===== src/rtl/stack_accum_pkg.sv =====
// stack_accum_pkg
//   Shared encodings for the burst-driven LIFO stack with reduction.
//   op_e    : per-cycle stack operation carried on OP.
//   mode_e  : reduction reported at the end of a burst, carried on MODE.
//   state_e : burst tracking state of stack_accum.
package stack_accum_pkg;

  typedef enum logic [1:0] {
    POP   = 2'b00,
    PUSH  = 2'b01,
    CLEAR = 2'b10,
    NOP   = 2'b11
  } op_e;

  typedef enum logic [1:0] {
    SUM = 2'b00,
    MAX = 2'b01,
    MIN = 2'b10,
    TOP = 2'b11
  } mode_e;

  typedef enum logic [1:0] {
    IDLE   = 2'b00,
    BURST  = 2'b01,
    REPORT = 2'b10
  } state_e;

endpackage


===== src/rtl/stack_reduce.sv =====
// stack_reduce
//   Combinational max / min / top selection over the live part of the stack.
//   Only entries 0..count_i-1 take part; everything above is stale.
//   With count_i == 0 all three results are 0.
// Ports:
//   count_i   : number of live entries
//   entries_i : raw storage array, entry 0 is the bottom of the stack
//   max_o     : largest live entry
//   min_o     : smallest live entry
//   top_o     : entry[count_i-1]
module stack_reduce #(
  parameter int DATA_W = 4,
  parameter int DEPTH  = 4,
  parameter int CNT_W  = 3
) (
  input  logic [CNT_W-1:0]  count_i,
  input  logic [DATA_W-1:0] entries_i [DEPTH],
  output logic [DATA_W-1:0] max_o,
  output logic [DATA_W-1:0] min_o,
  output logic [DATA_W-1:0] top_o
);

  always_comb begin
    max_o = '0;
    min_o = '1;
    top_o = '0;
    for (int i = 0; i < DEPTH; i++) begin
      if (CNT_W'(i) < count_i) begin
        if (entries_i[i] > max_o) max_o = entries_i[i];
        if (entries_i[i] < min_o) min_o = entries_i[i];
      end
      if (CNT_W'(i + 1) == count_i) top_o = entries_i[i];
    end
    // The all-ones seed for min must not leak out of an empty stack.
    if (count_i == '0) min_o = '0;
  end

endmodule


===== src/rtl/stack_accum.sv =====
// stack_accum
//   LIFO stack driven by bursts of operations (consecutive IN_VALID cycles).
//   After each burst ends, one reduction (sum/max/min/top) of the current
//   contents is reported together with sticky overflow/underflow flags.
//   Stack contents persist across bursts.
// Ports:
//   CLK, RESET : clock and synchronous active-high reset
//   IN_VALID   : operation valid; consecutive high cycles form one burst
//   OP         : 00 pop, 01 push, 10 clear, 11 nop
//   IN         : push data
//   MODE       : reduction select, latched on the first cycle of a burst
//   OUT        : reduction result, zero-extended (qualified by OUT_VALID)
//   OUT_VALID  : one-cycle result strobe
//   OVF / UNF  : push on full / pop on empty seen in the burst
//   EMPTY      : stack empty at report time
//   COUNT      : live occupancy
module stack_accum
  import stack_accum_pkg::*;
#(
  parameter int DATA_W = 4,
  parameter int DEPTH  = 4,
  parameter int SUM_W  = 6,
  parameter int CNT_W  = 3
) (
  input  logic              CLK,
  input  logic              RESET,
  input  logic              IN_VALID,
  input  logic [1:0]        OP,
  input  logic [DATA_W-1:0] IN,
  input  logic [1:0]        MODE,
  output logic [SUM_W-1:0]  OUT,
  output logic              OUT_VALID,
  output logic              OVF,
  output logic              UNF,
  output logic              EMPTY,
  output logic [CNT_W-1:0]  COUNT
);

  logic [DATA_W-1:0] mem_q [DEPTH];
  logic [CNT_W-1:0]  count_q, count_d;
  logic [SUM_W-1:0]  sum_q, sum_d;
  state_e            state_q;
  mode_e             mode_q;
  logic              ovf_sticky_q, unf_sticky_q;
  logic [SUM_W-1:0]  out_q;
  logic              out_valid_q, ovf_q, unf_q, empty_q;

  logic              push_ok, ovf_hit, unf_hit;
  logic [DATA_W-1:0] max_val, min_val, top_val;
  logic [SUM_W-1:0]  red_d;
  op_e               op;

  assign op = op_e'(OP);

  stack_reduce #(
    .DATA_W (DATA_W),
    .DEPTH  (DEPTH),
    .CNT_W  (CNT_W)
  ) u_reduce (
    .count_i   (count_q),
    .entries_i (mem_q),
    .max_o     (max_val),
    .min_o     (min_val),
    .top_o     (top_val)
  );

  // Next occupancy / running sum for the operation on the inputs.
  always_comb begin
    count_d = count_q;
    sum_d   = sum_q;
    push_ok = 1'b0;
    ovf_hit = 1'b0;
    unf_hit = 1'b0;
    case (op)
      PUSH: begin
        if (count_q < CNT_W'(DEPTH)) begin
          push_ok = 1'b1;
          count_d = count_q + 1'b1;
          sum_d   = sum_q + SUM_W'(IN);
        end else begin
          ovf_hit = 1'b1;
        end
      end
      POP: begin
        if (count_q != '0) begin
          count_d = count_q - 1'b1;
          // top_val is entry[count-1], exactly the value leaving the stack.
          sum_d   = sum_q - SUM_W'(top_val);
        end else begin
          unf_hit = 1'b1;
        end
      end
      CLEAR: begin
        count_d = '0;
        sum_d   = '0;
      end
      default: ;
    endcase
  end

  // Reduction of the contents as they stand when the burst has ended.
  always_comb begin
    red_d = '0;
    if (count_q != '0) begin
      case (mode_q)
        SUM:     red_d = sum_q;
        MAX:     red_d = SUM_W'(max_val);
        MIN:     red_d = SUM_W'(min_val);
        default: red_d = SUM_W'(top_val);
      endcase
    end
  end

  // Storage has no reset: entries above count are never observed.
  generate
    for (genvar gi = 0; gi < DEPTH; gi++) begin : g_mem
      always_ff @(posedge CLK) begin
        if (!RESET && IN_VALID && push_ok && (count_q == CNT_W'(gi))) begin
          mem_q[gi] <= IN;
        end
      end
    end
  endgenerate

  always_ff @(posedge CLK) begin
    if (RESET) begin
      state_q      <= IDLE;
      mode_q       <= SUM;
      count_q      <= '0;
      sum_q        <= '0;
      ovf_sticky_q <= 1'b0;
      unf_sticky_q <= 1'b0;
      out_q        <= '0;
      out_valid_q  <= 1'b0;
      ovf_q        <= 1'b0;
      unf_q        <= 1'b0;
      empty_q      <= 1'b0;
    end else begin
      out_valid_q <= 1'b0;
      if (IN_VALID) begin
        count_q <= count_d;
        sum_q   <= sum_d;
        state_q <= BURST;
        if (state_q != BURST) begin
          // First cycle of a burst; a report in flight keeps its own outputs.
          mode_q       <= mode_e'(MODE);
          ovf_sticky_q <= ovf_hit;
          unf_sticky_q <= unf_hit;
        end else begin
          ovf_sticky_q <= ovf_sticky_q | ovf_hit;
          unf_sticky_q <= unf_sticky_q | unf_hit;
        end
      end else begin
        case (state_q)
          BURST: begin
            out_q       <= red_d;
            ovf_q       <= ovf_sticky_q;
            unf_q       <= unf_sticky_q;
            empty_q     <= (count_q == '0);
            out_valid_q <= 1'b1;
            state_q     <= REPORT;
          end
          REPORT:  state_q <= IDLE;
          default: state_q <= IDLE;
        endcase
      end
    end
  end

  assign OUT       = out_q;
  assign OUT_VALID = out_valid_q;
  assign OVF       = ovf_q;
  assign UNF       = unf_q;
  assign EMPTY     = empty_q;
  assign COUNT     = count_q;

endmodule


===== config.mk =====
export PLATFORM = sky130hd
export DESIGN_NAME = stack_accum
export DESIGN_NICKNAME = d
export VERILOG_FILES = /design/src/rtl/stack_accum_pkg.sv /design/src/rtl/stack_reduce.sv /design/src/rtl/stack_accum.sv
export SDC_FILE = /design/constraint.sdc
export NUM_CORES = 1
export LEC_CHECK = 0
export CAP_MARGIN = 15
export CORE_MARGIN = 1
export CORE_UTILIZATION = 54
export DETAILED_ROUTE_END_ITERATION = 6
export PLACE_DENSITY = 0.77
export SLEW_MARGIN = 10
export SYNTH_ARGS = -nofsm -noshare
export SYNTH_HDL_FRONTEND = slang
export SYNTH_SLANG_ARGS = --single-unit

===== constraint.sdc =====
create_clock -name CLK -period 4.3 [get_ports CLK]
set_input_delay 0.86 -clock CLK [delete_from_list [all_inputs] [get_ports CLK]]
set_output_delay 0.86 -clock CLK [all_outputs]
set_load 0.005 [all_outputs]

* Word-level counts from Yosys, hierarchy flattened
Cells that the tools add are included.
** Storage, ports and cells
- Memory bits (read-only) :: 0
- Memories :: 0
- Input bits :: 11
- Memory bits (writable) :: 0
- Word-level logic and storage cells :: 107
- Latch bits :: 0
- Bits in registers :: 41
** Operators by class
- Bitwise operators :: 3
- Mux-type cells :: 40
- Order comparisons :: 13
- Multipliers :: 0
- Reductions and logical operators :: 16
- Equal/unequal tests :: 15
- Divide/modulo/power cells :: 0
- $add $sub $neg :: 4
- Shift operators :: 0
** Operators by type and width (count)
- $mux 4 :: 21
- $pmux 6 s3 :: 2
- $mux 6 :: 3
- $gt 4x4->1 :: 3
- $lt 4x4->1 :: 3
- $mux 1 :: 10
- $pmux 3 s3 :: 1
- $add 6x4->6 :: 1
- $eq 2x1->1 const B :: 3
- $eq 2x3->1 const A :: 2
- $eq 3x2->1 const B :: 2
- $logic_and 1x1->1 :: 6
- $lt 1x3->1 const A :: 2
- $lt 2x3->1 const A :: 2
- $mux 3 :: 2
- $reduce_bool 3->1 :: 2
- $sub 6x4->6 :: 1
- $eq 2x2->1 const B :: 2
- $gt 4x1->1 const B :: 1
- $logic_not 2->1 :: 2
- $lt 4x4->1 const B :: 1
- $ne 2x2->1 const B :: 2
- $reduce_and 2->1 :: 2
- $reduce_and 4->1 :: 1
- other kinds (13) :: 14

* Longest topological paths before layout
- Depth after elaboration :: 15
- Mapped depth :: 23
- Depth with buffers taken out :: 21

* By module
From an unflattened synthesis, not the netlist that was laid out.
** Unflattened totals
- Cell total of the unflattened synthesis :: 364
- Area total of the unflattened synthesis :: 3271.9 um2
** By module, submodules not included
- stack_accum :: cells each 182, area an instance 1953.1 um2, times used 1
- stack_reduce :: cells each 182, area an instance 1318.8 um2, times used 1

* Least setup slack after synthesis
OpenSTA, ideal clock, no wires.
- Path type :: reg2reg
- Start :: register count_q[2] (netlist: COUNT[2])
- End :: register out_q[1] (netlist: OUT[1])
- Clock period less this slack :: 4.723 ns
- Cell stages (with the launch flop) :: 22
- Data required time :: 4.169 ns
- Setup slack :: -0.423 ns
- Data arrival time :: 4.592 ns
- Cell sequence :: dfxtp_1 -> buf_6 -> or2_4 -> o21ai_0 -> ha_1 -> a41oi_1 -> o211ai_1 -> and2_1 -> ha_1 -> a21o_1 -> a211oi_1 -> or2_2 -> buf_4 -> o211ai_1 -> o21ai_0 -> ha_1 -> and4b_1 -> a211oi_1 -> or2_2 -> o221ai_1 -> o21bai_1 -> o221ai_2
** On the way
- Word-level cells in the longest chain between the ends :: 14
- Elaborated cells on any way between the ends :: 37
- Those cells by class :: order compare: 10; eq/ne: 4; mux: 21; reduce/logical: 2
** RTL lines
- start: declaration :: line stack_accum.sv:40 : logic [CNT_W-1:0] count_q, count_d;
- start signal: assignment :: line stack_accum.sv:141 : count_q <= count_d;
- $lt 1x3->1 :: line stack_reduce.sv:28 : if (CNT_W'(i) < count_i) begin
- $mux 4 :: line stack_reduce.sv:28
- $lt 4x4->1 :: line stack_reduce.sv:30 : if (entries_i[i] < min_o) min_o = entries_i[i];
- $mux 4 :: line stack_reduce.sv:30
- $mux 4 :: line stack_reduce.sv:28
- $lt 4x4->1 :: line stack_reduce.sv:30
- $mux 4 :: line stack_reduce.sv:30
- $mux 4 :: line stack_reduce.sv:28
- $lt 4x4->1 :: line stack_reduce.sv:30
- $mux 4 :: line stack_reduce.sv:30
- $mux 4 :: line stack_reduce.sv:28
- $mux 4 :: line stack_reduce.sv:35 : if (count_i == '0) min_o = '0;
- $pmux 6 s3 :: line stack_accum.sv:105 : case (mode_q)
- $mux 6 (*) :: line stack_accum.sv:104 : if (count_q != '0) begin
- end signal: assignment :: line stack_accum.sv:156 : out_q <= red_d;
- end: declaration :: line stack_accum.sv:45 : logic [SUM_W-1:0] out_q;
Mark *: on every way between the ends. The rest lies on a longest branch, timed or not.
A chain may end at the register's enable or synchronous reset.

* Worst setup path after layout
- Start :: register count_q[1] (netlist: COUNT[1])
- End :: register out_q[0] (netlist: OUT[0])
The elaborated chain is that of the path after synthesis.

==> results by group <==
Yosys
  • Share of flip-flops with an asynchronous set or reset: 0
  • Syn avg cell area: around 8.7 µm²
  • Synth warnings: 0
  • Mapped Cells: 370
  • Synth Register Bits: 40
  • Synth area leader: dfxtp_1
  • Synth unique cells: 65
  • Mapped Area: approximately 0.0032 mm²
  • EDFF count, synth: 16
  • Synth top area cells: dfxtp_1 (15%), edfxtp_1 (15%), ha_1 (14%)
  • Top-area cell type share of the netlist area: 0.149
  • Sequential area share after synthesis: 0.297
  • Ys flop type: dfxtp_1
  • Synth Net Count: 419

Detailed routing
  • Drt total wl: ~10 mm
  • Residual DRC: 0
  • DRT iter0 DRCs: between 300 and 400
  • Antenna Violating Nets Remaining: 0
  • Vias per cell: 6.41
  • DRT Pass-1 Iters: 6
  • Wire length per cell: 19.4 µm
  • Vias: around 3400

Cells and area
  • Register area: roughly 960 µm²
  • Antenna Cells: 0
  • Fillcell total: between 300 and 400
  • Layout Area Growth over Synthesis: 36.0%
  • Layout cells sized above 1: 0.276
  • Post-layout nets: around 500
  • Core Util, Final: 0.780
  • Multi-input logic area: around 0.0024 mm²

Critical path
  • Worst path arrival time: 4.69 ns
  • CP max FO: 8
  • Worst path cell trace: or2_4 -> o21ai_4 -> ha_4 -> nor2b_4 -> o31a_1 -> o21a_1 -> o21a_1 -> ha_4 -> and4b_1 -> a211oi_2 -> or2_4 -> o211ai_1 -> o21ai_1 -> ha_1 -> and4b_2 -> a211oi_4 -> buf_4 -> nor2_1 -> a221oi_2 -> o22ai_1
  • CP startpoint kind: flip-flop
  • Critical path's slowest cell: dfxtp_2
  • CP Capture Type: flip-flop
  • Critical path's largest stage delay: ~0.33 ns
  • WS Path Type: flip-flop to flip-flop
  • WP data required: 4.48 ns

Placed design
  • Pre-CTS setup slack: -0.212 ns
  • Dpl hpwl: 6.72 mm
  • Port bufs: 23
  • Final Wtd Congestion: around 0.9

Die
  • Rows: 27
  • # IOs: 24
  • Starting Density: 0.573
  • Die W: approximately 79 µm
  • Die area: 0.00630 mm²
  • Core ar.: around 0.0056 mm²
  • Die Span Y: about 79 µm

STA
  • Setup_tns: -0.735 ns
  • Tmin final: about 4.5 ns
  • Final setup margin: -0.211 ns
  • Unrepaired setup endpoints after global routing: true
  • Tcrit/Tclk final: 1.05
  • Slew headroom: 0.506
  • Fmax: about 220 MHz
  • Slew @ Worst Pin: 0.735 ns
  • Setup violations, final: 4
  • Clock skew: around 0.013 ns
  • Max Slew Vio Count: 0
  • Hold slack final: between 0.4 and 0.5 ns
  • Hold Violations, Final: 0

Flow run
  • Max_cap viols: 0

Pwr
  • PwrDens: between 200 and 300 mW/mm²
  • Worst IR Drop VDD: between 0.00015 and 0.0002 V
  • Power Total: 1.25 mW
  • Leak: around 1.8 nW

Hold path
  • Hold crit path type: flip-flop to flip-flop

GRT
  • First-pass GRT wire length: between 15 and 20 mm
  • Total grt overflow: 0
  • Initial antenna violation count: 0
  • Vias in the first global route: between 3000 and 4000
  • Total GRT Usage: 0.321
  • Largest net degree at the start of global routing: 27

Clock network
  • CTS root buf: clkbuf_8
  • Worst skew pair latency: about 0.31 ns
  • H-tree depth: 2
  • Total CTS buffers: 5
  • CTS tree: done
  • Worst-path clk slew: 0.09 ns
  • CTS Sinks: 40
  • CTS max path bufs: 2

Outcome
  • Failing checks: negative setup slack
  • Outcome: finished, violations left
[per-stage QoR]
step	cell area (µm²)	cells
floorplan	3300	370
finish	4400	528
global route	4400	528
global placement	3860	492
detailed placement	3860	492
CTS	4240	523
[report_power, final]
group	switching, mW	internal, mW
registers	0.0172	0.407
logic	0.244	0.249
clock network	0.152	0.176
total	0.414	0.832
[cells in the mapped netlist (3+ instances only)]
| master | count |
|---|---|
| or2_2 | 4 |
| nand3_1 | 3 |
| dfxtp_1 | 24 |
| o211ai_1 | 8 |
| nor2_1 | 31 |
| a31oi_1 | 8 |
| a2bb2oi_1 | 6 |
| a21o_1 | 6 |
| nand2b_1 | 3 |
| inv_1 | 23 |
| o21bai_1 | 3 |
| o21ai_0 | 19 |
| nand2_1 | 26 |
| ha_1 | 37 |
| o21a_1 | 8 |
| a211oi_1 | 4 |
| and3_1 | 3 |
| nor2b_1 | 7 |
| nand3b_1 | 4 |
| and3b_1 | 4 |
| xnor2_1 | 4 |
| nor3_1 | 10 |
| and2_1 | 7 |
| nor3b_1 | 4 |
| edfxtp_1 | 16 |
| o31ai_1 | 3 |
| a22oi_1 | 7 |
| a21oi_1 | 21 |
| clkbuf_1 | 11 |
| o221ai_1 | 3 |
| buf_2 | 3 |
| a32oi_1 | 3 |
[flip-flops by register name, summed over array words and instances, names as in the netlist]
name / cells
UNF: 1
mode_q: 2
OUT: 6
COUNT: 3
state_q: 2
ovf_sticky_q: 1
EMPTY: 1
OVF: 1
unf_sticky_q: 1
sum_q: 6
mem_q: 16
[cell families after synthesis]
group                    share of synthesized area
flip-flops                                   0.297
AO/OA/AOI/OAI                                0.279
buffers and inverters                       0.0499
multiplexers                                0.0132
XOR/XNOR                                    0.0108
AND/OR/NAND/NOR                              0.201
adder cells (fa/ha/maj)                      0.149
[critical path, delay by kind of cell, from the launching register on]
family,cells,cell delay [ns]
buf+inv,1,0.16
compound gates,10,1.85
fa+ha+maj,3,0.82
simple gates,6,1.23
flops,1,0.33
[final timing paths]
path                               start      to  slack [ns]  cells after the start
worst max-delay path            COUNT[1]  OUT[0]       -0.21                     20
worst min-delay path                 OVF     OVF        0.46                      2
worst max register to register  COUNT[1]  OUT[0]       -0.21                     20
worst min register to register       OVF     OVF        0.46                      2
[layout make-up]
type,count,share of cell area
timing repair buffer,94,0.178
clock inverter,3,0.0102
inverter,23,0.0196
multi-input combinational,291,0.537
tap,72,0.0205
clock buffer,5,0.0156
sequential,40,0.219
[timing repair]
action / CTS / global route
hold buffers: 0 / 0
gates cloned: 0 / 0
setup endpoints to repair: 4 / 5
buffers inserted: 23 / 5
resized for setup: 15 / 19
pin swaps: 17 / 9
[placed cells by master (no fill, tap or decap), drive strengths merged, types with 3 or more instances in the layout]
cell type / Yosys / layout
edfxtp: 16 / 16
nor2: 31 / 31
and3b: 4 / 4
o211ai: 9 / 9
a21o: 6 / 6
a32oi: 3 / 3
o21bai: 3 / 3
nand3: 3 / 3
a22oi: 7 / 7
dfxtp: 24 / 24
ha: 37 / 37
nor3b: 4 / 4
buf: 5 / 71
o21a: 8 / 8
nor2b: 7 / 7
nand2: 26 / 26
a2bb2oi: 6 / 6
inv: 23 / 25
nand3b: 4 / 4
a211oi: 4 / 4
xnor2: 4 / 4
clkbuf: 11 / 5
o221ai: 5 / 5
nand2b: 3 / 3
or2: 5 / 5
a21oi: 21 / 21
and2: 8 / 8
o31ai: 3 / 3
clkdlybuf4s50: 0 / 23
nor3: 11 / 11
and3: 3 / 3
o21ai: 19 / 19
a31oi: 8 / 8
[metal layers]
metal / vias to the layer above / track usage / share of wire
li1: 1564 / - / -
met1: 1602 / 0.403 / 0.41
met2: 167 / 0.542 / 0.48
met3: 51 / 0.0514 / 0.067
met4: 0 / 0.138 / 0.038
met5: - / 0 / 0
(Power assumes the default switching activity.)
